**config.mk**
```make
export PLATFORM = sky130hd
export DESIGN_NAME = sample_loader
export DESIGN_NICKNAME = d
export VERILOG_FILES = /design/src/rtl/sample_loader_pkg.sv /design/src/rtl/sample_loader_counter.sv /design/src/rtl/sample_loader.sv
export SDC_FILE = /design/constraint.sdc
export NUM_CORES = 1
export LEC_CHECK = 0
export BUFFER_PORTS_ARGS = -buffer_cell sky130_fd_sc_hd__clkbuf_2
export CAP_MARGIN = 5
export CORE_MARGIN = 10
export CORE_UTILIZATION = 29
export CTS_CLUSTER_SIZE = 14
export DETAILED_ROUTE_END_ITERATION = 6
export PLACE_DENSITY = 0.51
export SYNTH_ARGS = -nofsm -noshare
export SYNTH_HDL_FRONTEND = slang
export SYNTH_HIERARCHICAL = 1
export SYNTH_SLANG_ARGS = --single-unit
```
**constraint.sdc**
```tcl
create_clock -name clk -period 2.2 [get_ports clk]
set_clock_uncertainty 0.05 [all_clocks]
set_input_delay 0.22 -clock clk [delete_from_list [all_inputs] [get_ports clk]]
set_output_delay 0.22 -clock clk [all_outputs]
set_load 0.02 [all_outputs]
```
**src/rtl/sample_loader_pkg.sv**
```systemverilog
// Shared definitions for the sample loader.
// Holds the loader FSM state encoding and the default buffer geometry
// (entry count, sample width and the width of the running sum).
package sample_loader_pkg;

  localparam int N_DEF = 32;
  localparam int W_DEF = 8;
  localparam int SUM_W = W_DEF + $clog2(N_DEF);

  typedef enum logic [1:0] {
    IDLE = 2'd0,
    LOAD = 2'd1,
    FULL = 2'd2
  } state_e;

endpackage

```
**src/rtl/sample_loader_counter.sv**
```systemverilog
// Synchronous up-counter with clear and enable.
// Ports:
//   clk      - clock
//   rst_n    - asynchronous active-low reset, forces count to 0
//   i_clr    - synchronous clear (wins over enable)
//   i_en     - increment by one this cycle
//   o_count  - current count
module sample_loader_counter #(
  parameter int WIDTH = 6
) (
  input  logic             clk,
  input  logic             rst_n,
  input  logic             i_clr,
  input  logic             i_en,
  output logic [WIDTH-1:0] o_count
);

  logic [WIDTH-1:0] r_count;

  always_ff @(posedge clk or negedge rst_n) begin
    if (!rst_n) begin
      r_count <= '0;
    end else if (i_clr) begin
      r_count <= '0;
    end else if (i_en) begin
      r_count <= r_count + 1'b1;
    end
  end

  assign o_count = r_count;

endmodule

```
**src/rtl/sample_loader.sv**
```systemverilog
// Sample loader: fills an N-entry flip-flop buffer from a valid/ready
// sample stream, keeps a running sum, and hands the full buffer to the
// mean data path until it reports consume_done.
//
// state | meaning
// IDLE  | waiting for start; buffer contents retained
// LOAD  | accepting samples, in_ready=1
// FULL  | all N entries written; contents frozen until consume_done
//
// Ports:
//   clk          - clock, rising edge
//   reset        - asynchronous active-low reset
//   start        - begin a new fill (honoured only in IDLE)
//   in_valid     - in_data carries a sample
//   in_data      - sample value
//   in_ready     - loader accepts a sample this cycle (registered)
//   consume_done - reader finished with the buffer (honoured only in FULL)
//   mem_out      - buffer contents, readable combinationally
//   buf_full     - buffer full and stable (registered)
//   wr_count     - samples accepted in the current fill
//   sum          - running unsigned sum of accepted samples
module sample_loader
  import sample_loader_pkg::*;
#(
  parameter int N = N_DEF,
  parameter int W = W_DEF
) (
  input  logic                    clk,
  input  logic                    reset,
  input  logic                    start,
  input  logic                    in_valid,
  input  logic [W-1:0]            in_data,
  output logic                    in_ready,
  input  logic                    consume_done,
  output logic [W-1:0]            mem_out [0:N-1],
  output logic                    buf_full,
  output logic [$clog2(N):0]      wr_count,
  output logic [W+$clog2(N)-1:0]  sum
);

  localparam int AW = $clog2(N);

  state_e            r_state;
  logic              r_in_ready;
  logic              r_buf_full;
  logic [W+AW-1:0]   r_sum;
  logic [W-1:0]      r_mem [0:N-1];

  logic              w_xfer;
  logic              w_clr;
  logic              w_last;
  logic [AW:0]       w_wr_count;

  // in_ready is a flop, so the transfer strobe has no path from in_valid
  // back to in_ready.
  assign w_xfer = in_valid & r_in_ready;
  assign w_clr  = (r_state == IDLE) & start;
  assign w_last = (w_wr_count[AW-1:0] == AW'(N - 1));

  sample_loader_counter #(
    .WIDTH (AW + 1)
  ) u_wr_ptr (
    .clk     (clk),
    .rst_n   (reset),
    .i_clr   (w_clr),
    .i_en    (w_xfer),
    .o_count (w_wr_count)
  );

  always_ff @(posedge clk or negedge reset) begin
    if (!reset) begin
      r_state    <= IDLE;
      r_in_ready <= 1'b0;
      r_buf_full <= 1'b0;
      r_sum      <= '0;
    end else begin
      case (r_state)
        IDLE: begin
          if (start) begin
            r_state    <= LOAD;
            r_in_ready <= 1'b1;
            r_sum      <= '0;
          end
        end
        LOAD: begin
          if (w_xfer) begin
            r_sum <= r_sum + {{AW{1'b0}}, in_data};
            if (w_last) begin
              r_state    <= FULL;
              r_in_ready <= 1'b0;
              r_buf_full <= 1'b1;
            end
          end
        end
        FULL: begin
          // consume_done wins over a simultaneous start: no new fill.
          if (consume_done) begin
            r_state    <= IDLE;
            r_buf_full <= 1'b0;
          end
        end
        default: begin
          r_state    <= IDLE;
          r_in_ready <= 1'b0;
          r_buf_full <= 1'b0;
        end
      endcase
    end
  end

  // Buffer storage; a transfer only happens in LOAD, so the index is
  // always below N here.
  always_ff @(posedge clk or negedge reset) begin
    if (!reset) begin
      for (int i = 0; i < N; i++) begin
        r_mem[i] <= '0;
      end
    end else if (w_xfer) begin
      r_mem[w_wr_count[AW-1:0]] <= in_data;
    end
  end

  for (genvar g = 0; g < N; g++) begin : g_mem_out
    assign mem_out[g] = r_mem[g];
  end

  assign in_ready = r_in_ready;
  assign buf_full = r_buf_full;
  assign wr_count = w_wr_count;
  assign sum      = r_sum;

endmodule

```
==> results of run 1 <==
[per-layer routing]
layer,routed length (µm),vias up
li1,-,3302
met1,15300,3854
met2,18100,184
met3,2040,39
met4,853,0
met5,0,-
[cell usage in the layout (no fill, tap or decap), drive strengths merged, types with 4 or more instances in the layout]
| cell type | count |
|---|---|
| o21ai | 21 |
| ha | 9 |
| xor2 | 10 |
| clkinv | 7 |
| mux2 | 248 |
| inv | 9 |
| nor3b | 4 |
| buf | 42 |
| o31ai | 4 |
| dfrtp | 279 |
| nand2 | 42 |
| nand3b | 4 |
| nor2 | 30 |
| clkbuf | 331 |
| bufinv | 5 |
| nand3 | 4 |
| nand4 | 5 |
| a21oi | 11 |
[tightest hold or removal path, stage by stage]
cell      delay [ns]
clkbuf_2        0.09
ha_1            0.13
nand4_1         0.07
nand2_1         0.07
[cell type report]
cell class	instances	area share, %
Inverter	8	0.205
Sequential cell	279	47.7
Tap cell	511	4.37
Clock inverter	14	1.50
Timing Repair Buffer	333	12.5
Multi-Input combinational cell	425	27.4
Clock buffer	43	6.32
[sequential cells by signal (all words and copies together), names as in the netlist]
name / count
buf_full: 1
mem_out: 256
in_ready: 1
r_state: 2
u_wr_ptr/o_count: 6
sum: 13
[cell usage after synthesis (all sizes together)]
| library cell | count |
|---|---|
| nand3 | 4 |
| o211ai | 3 |
| ha | 9 |
| o22ai | 1 |
| mux2i | 1 |
| fa | 1 |
| nor2 | 30 |
| o31ai | 4 |
| or3 | 3 |
| mux2 | 248 |
| a21oi | 11 |
| nor4 | 1 |
| a21o | 1 |
| a22oi | 1 |
| nand2 | 42 |
| dfrtp | 279 |
| inv | 7 |
| nor2b | 1 |
| a41oi | 1 |
| nor3 | 3 |
| xor2 | 10 |
| o21ai | 21 |
| o311ai | 2 |
| or4 | 1 |
| nand3b | 4 |
| clkbuf | 28 |
| and2 | 1 |
| a211oi | 2 |
| buf | 7 |
| nand4 | 5 |
| xnor2 | 2 |
| nand2b | 2 |
| nand4b | 1 |
| or3b | 1 |
| clkinv | 1 |
| nor3b | 4 |
| or2b | 1 |
| and3 | 2 |
| o21bai | 1 |
[per-stage QoR]
step | setup slack, ns | total power [mW] | instance area (µm²) | hold WS [ns]
3_5_place_dp | -0.0385 | 15.3 | 13400 | 0.150
4_1_cts | 0.0155 | 21.2 | 14600 | 0.0140
5_1_grt | -0.0680 | 22.0 | 14600 | 0.0591
2_1_floorplan | 0.0447 | 12.1 | 11200 | -0.126
3_3_place_gp | -0.0185 | 15.2 | 13400 | 0.154
6_report | 0.0997 | 20.9 | 14600 | 0.0572
[worst max-delay path by stage]
stage / to / slack (ns) / cells past startpoint
after CTS: mem_out[221] / 0.02 / 4
after global routing: sum[12] / -0.07 / 8
after global placement: mem_out[164] / -0.02 / 4
after detailed placement: mem_out[164] / -0.04 / 4
final: sum[12] / 0.1 / 8
after floorplan: sum[12] / 0.04 / 8
[timing repair]
item / CTS / global route
endpoints found under the hold margin: 91 / 0
hold buffers: 3 / 0
pin swaps: 0 / 0
resized for setup: 1 / 3
setup endpoints to repair: 30 / 34
[power breakdown]
part	leakage, nW	internal [mW]	total [mW]	switching (mW)
logic	3.34	2.75	7.19	4.43
registers	3.71	6.76	7.92	1.16
clock network	0.560	3.57	5.77	2.20
total	7.61	13.1	20.9	7.80
[cells by family after synthesis]
kind of cell | count (synthesis) | share of synthesized area [%]
DFF | 279 | 62.6
AOI/OAI and AO/OA | 48 | 2.61
xor gates and xnor gates | 12 | 0.942
buffers and inverters | 43 | 1.65
adders and majority gates | 10 | 1.19
and+or+nand+nor | 106 | 5.87
muxes | 249 | 25.1
==> results.txt, run 1 <==
Final Core Density: 38.7%
met2 Track Usage GR: 25.8%
fmax: 476 MHz
max cap viols: 0
hpwl dp: 25400 µm
Hold Crit Start: in_data[0]
global-route wire length before repair: 54400 µm
number of buffers inserted to repair setup after CTS: 0
Initial Utilization: 29.5%
share of cells above drive strength 1: 60.6%
RSZ-0062 raised after global routing: yes
GR Overflow Total: 0
placed insts: 1553
Yosys top cell area share: 62.6%
Hold Path Cell Cnt: 4
CTS HTree Levels: 2
hold endpoint: sum[0]
flop2flop setup slack: 0.1 ns
Peak VDD IR: 0.701 mV
reg2reg path depth: 8
Synthesized Nets: 770
Setup crit start kind: flop
Detailed Routing Iterations Pass 1: 4
final hold violation count: 0
fin nets: 1104
multi-input logic area: 0.00401 mm²
die width: 216 µm
initial antenna violation count: 2
vias per cell: 4.57
cell-by-cell trace of the critical path: ha_1 -> inv_1 -> fa_1 -> nand2b_1 -> a21oi_2 -> o21ai_2 -> or3_1 -> a21oi_1
Synth warnings: 6
# diodes: 0
Slew @ Worst Pin: 0.752 ns
M3 GR Usage: 3.97%
Setup TNS: 0 ns
Avg Cell Area, Syn: 14.9 µm²
Setup crit end kind: flop
status: finished, final reports clean
met1 Track Usage GR: 18.7%
PwrDens: 1430 mW/mm²
sequential share of the synthesized area: 62.6%
vias in the first global route: 8033
Yosys reg bits: 279
worst reg2reg endpoint: sum[12]
Hold WC Path Type: in -> reg
Clock transition at path regs: 0.05 ns
CTS Buf Count: 34
CTS sink cnt: 279
routability-driven placement congestion ratio: 0.785
RR Startpoint: sum[0]
Slowest Stage Delay on Critical Path: 0.38 ns
fin crit period: 2.10 ns
CP Launch Point: sum[0]
P&R area growth vs syn: 31.2%
Critical Path Fanout Max: 5
WP buf/inv: 1
Worst EP arrival: 2.49 ns
DIE AREA: 0.0467 mm²
Final period util: 95.5%
critical path data required time: 2.59 ns
Rows: 71
I/O pins: 290
fin cells: 1613
leak pwr: 7.61 nW
largest cells by area after synthesis: dfrtp_1 (63%), mux2_2 (25%), ha_1 (1.0%), clkbuf_1 (0.94%), nand2_1 (0.94%)
Final Max Slew Viols: 0
drt initial violations: 313
layer with the highest usage: met2
Wirelength per Cell: 22.5 µm
Total Routing Usage GR: 15.3%
synth unique cells: 48
Netlist Area Pre-Place: 0.0112 mm²
sequential cell area: 0.00698 mm²
pin count of the biggest net entering global routing: 65
worst setup path category: reg -> reg
dominant cell type by area after synthesis: dfrtp_1
Rel. slew slack: 49.7%
aggregate routed wire length: 36300 µm
Clock Tree Buf Depth: 3
CP max stage cell: fa_1
vias: 7379
I/O Buffers: 289
Final Setup Violations: 0
Gate Count Post-Synth: 747
Final ANT Viol Nets: 0
Die H: 216 µm
Clk Latency, worst-skew pair: 0.52 ns
fill count: 3705
core area: 0.0378 mm²
CP delay by family, top: adder cells
CTS tree: yes
DR DRC count: 0
root buffer cell: clkbuf_16
Note: power is estimated with default switching activity, not from simulation.
==> run 2, diff against run 1 <==
==> constraint.sdc (replaced) <==
create_clock -name clk -period 2.6 [get_ports clk]
set_clock_uncertainty 0.05 [all_clocks]
set_input_delay 0.26 -clock clk [delete_from_list [all_inputs] [get_ports clk]]
set_output_delay 0.26 -clock clk [all_outputs]
set_load 0.02 [all_outputs]
==> results.txt, run 2 (synthesized netlist as in run 1, its figures left out) <==
status: finished, final reports clean (unchanged)
fin crit period: 2.24 ns (was 2.10 ns)
vias per cell: 4.53 (was 4.57)
fill count: 3715 (was 3705)
clock network power share: 26.1% (was 27.6%)
Rel. slew slack: 50.1% (was 49.7%)
CTS sink cnt: 279 (unchanged)
Clock transition at path regs: 0.05 ns (about the same)
GR Overflow Total: 0 (unchanged)
CTS Buf Count: 34 (unchanged)
fin cells: 1600 (was 1613)
Hold Path Cell Cnt: 3 (was 4)
worst reg2reg endpoint: sum[12] (unchanged)
P&R area growth vs syn: 28.9% (was 31.2%)
final hold violation count: 0 (unchanged)
critical path data required time: 2.99 ns (was 2.59 ns)
Setup crit start kind: flop (unchanged)
combinational power share: 34.9% (was 34.4%)
Net Sw Frac: 38.2% (was 37.3%)
final setup margin: 0.359 ns (was 0.0997 ns)
Clock Tree Buf Depth: 3 (unchanged)
I/O pins: 290 (unchanged)
Clk Latency, worst-skew pair: 0.53 ns (was 0.52 ns)
drt initial violations: 338 (was 313)
placed insts: 1536 (was 1553)
hold endpoint: in_ready (was sum[0])
commonest non-fill, non-tap cells in the layout: clkbuf_2 (288), dfrtp_1 (279), mux2_2 (246), clkbuf_16 (34), nand2_1 (28) (was clkbuf_2 (288), dfrtp_1 (279), mux2_2 (246), buf_4 (38), clkbuf_16 (34))
max FFs per register: 256 (unchanged)
share of cells above drive strength 1: 59.3% (was 60.6%)
Final Max Slew Viols: 0 (unchanged)
Hold Crit Start: start (was in_data[0])
Final period util: 86.2% (was 95.5%)
vias: 7243 (was 7379)
flop2flop setup slack: 0.36 ns (was 0.1 ns)
Total Routing Usage GR: 15.4% (was 15.3%)
Critical Path Fanout Max: 5 (unchanged)
Slew @ Worst Pin: 0.748 ns (was 0.752 ns)
fin area: 0.0144 mm² (was 0.0146 mm²)
reg2reg path depth: 8 (unchanged)
leak pwr: 7.47 nW (was 7.61 nW)
Rows: 71 (unchanged)
hpwl dp: 25100 µm (was 25400 µm)
worst setup path category: reg -> reg (unchanged)
aggregate routed wire length: 36200 µm (was 36300 µm)
fin nets: 1086 (was 1104)
Setup WS pre-CTS: 0.375 ns (was -0.0385 ns)
Final Setup Violations: 0 (unchanged)
Initial Utilization: 29.5% (unchanged)
part of the power in registers: 39.0% (was 37.9%)
fmax: 446 MHz (was 476 MHz)
I/O Buffers: 289 (unchanged)
root buffer cell: clkbuf_16 (unchanged)
Hold WC Path Type: in -> reg (unchanged)
RSZ-0062 raised after global routing: no (was yes)
Final ANT Viol Nets: 0 (unchanged)
Internal: 10.6 mW (was 13.1 mW)
PwrDens: 1190 mW/mm² (was 1430 mW/mm²)
initial antenna violation count: 1 (was 2)
Peak VDD IR: 0.514 mV (was 0.701 mV)
most common cell after layout, fill and taps aside: clkbuf_2 (unchanged)
pin count of the biggest net entering global routing: 84 (was 65)
core area: 0.0378 mm² (unchanged)
vias in the first global route: 7905 (was 8033)
RR Startpoint: sum[0] (unchanged)
placed inst area: 0.0133 mm² (was 0.0134 mm²)
CTS HTree Levels: 2 (unchanged)
die width: 216 µm (unchanged)
DIE AREA: 0.0467 mm² (unchanged)
Fin Hold WS: 0.0786 ns (was 0.0572 ns)
global-route wire length before repair: 54700 µm (was 54400 µm)
number of buffers inserted to repair setup after CTS: 0 (unchanged)
DR DRC count: 0 (unchanged)
sw power: 6.54 mW (was 7.80 mW)
CTS tree: yes (unchanged)
Wirelength per Cell: 22.6 µm (was 22.5 µm)
Worst EP arrival: 2.63 ns (was 2.49 ns)
Setup crit end kind: flop (unchanged)
Die H: 216 µm (unchanged)
max cap viols: 0 (unchanged)
Setup TNS: 0 ns (unchanged)
Detailed Routing Iterations Pass 1: 4 (unchanged)
post_cts resized: 0 (was 1)
routability-driven placement congestion ratio: 0.779 (was 0.785)
cts hold-fix bufs: 2 (was 3)
-- run 2: cell types whose count changed in the layout (fill, tap and decap cells not counted), moves of 2 or more --
cell / previous run / this run
buf_4: 38 / 21
clkinv_2: 4 / 8
nor3b_1: 1 / 3
bufinv_16: 5 / 1
nor3b_2: 3 / 1
clkbuf_1: 5 / 11
-- run 2: layout make-up --
class	count	area (µm²)	share of cell area, %
flip-flops and latches	279	6980	48.6
well taps	511	639	4.45
clock inverters	13	111	0.774
diodes	1	2.50	0.0174
repair buffers	315	1690	11.8
inverters	8	30.0	0.209
multi-input cells	425	3990	27.7
clock buffers	48	933	6.49
-- run 2: worst max-delay path by stage --
stage               start       to  slack (ns)  cells past startpoint
3_5_place_dp       sum[0]  sum[12]        0.38                      8
6_report           sum[0]  sum[12]        0.36                      8
2_1_floorplan      sum[0]  sum[12]        0.44                      8
5_1_grt            sum[0]  sum[12]        0.19                      8
3_3_place_gp   in_data[0]  sum[12]        0.43                      9
4_1_cts            sum[0]  sum[12]        0.37                      8
-- run 2: worst max-delay path: stages (launching register included) --
cell and delay (ns):
dfrtp_1 0.37, ha_1 0.20, inv_1 0.08, fa_1 0.39, nand2b_1 0.18, a21oi_1 0.24, o21ai_2 0.14, or3_1 0.35
a21oi_1 0.15
-- run 2: power by group through the flow --
stage | logic (mW) | clock network, mW | registers [mW]
after global placement | 6.07 | 0 | 6.71
final | 5.98 | 4.47 | 6.69
after CTS | 6.11 | 4.65 | 6.70
after floorplan | 2.10 | 0 | 8.16
after detailed placement | 6.08 | 0 | 6.75
after global routing | 6.44 | 4.81 | 6.87
-- run 2: stage by stage --
stage	util, %	power (mW)
after floorplan	-	10.3
after global placement	35.2	12.8
after detailed placement	35.2	12.8
after CTS	38.0	17.5
after global routing	38.0	18.1
final	38.0	17.1
-- run 2: routing by layer --
layer	track usage (%)	vias up	wire [µm]
met5	0	-	0
met4	4.92	0	739
met3	4.42	42	2370
met2	25.6	195	17600
met1	19.0	3736	15500
li1	-	3270	-
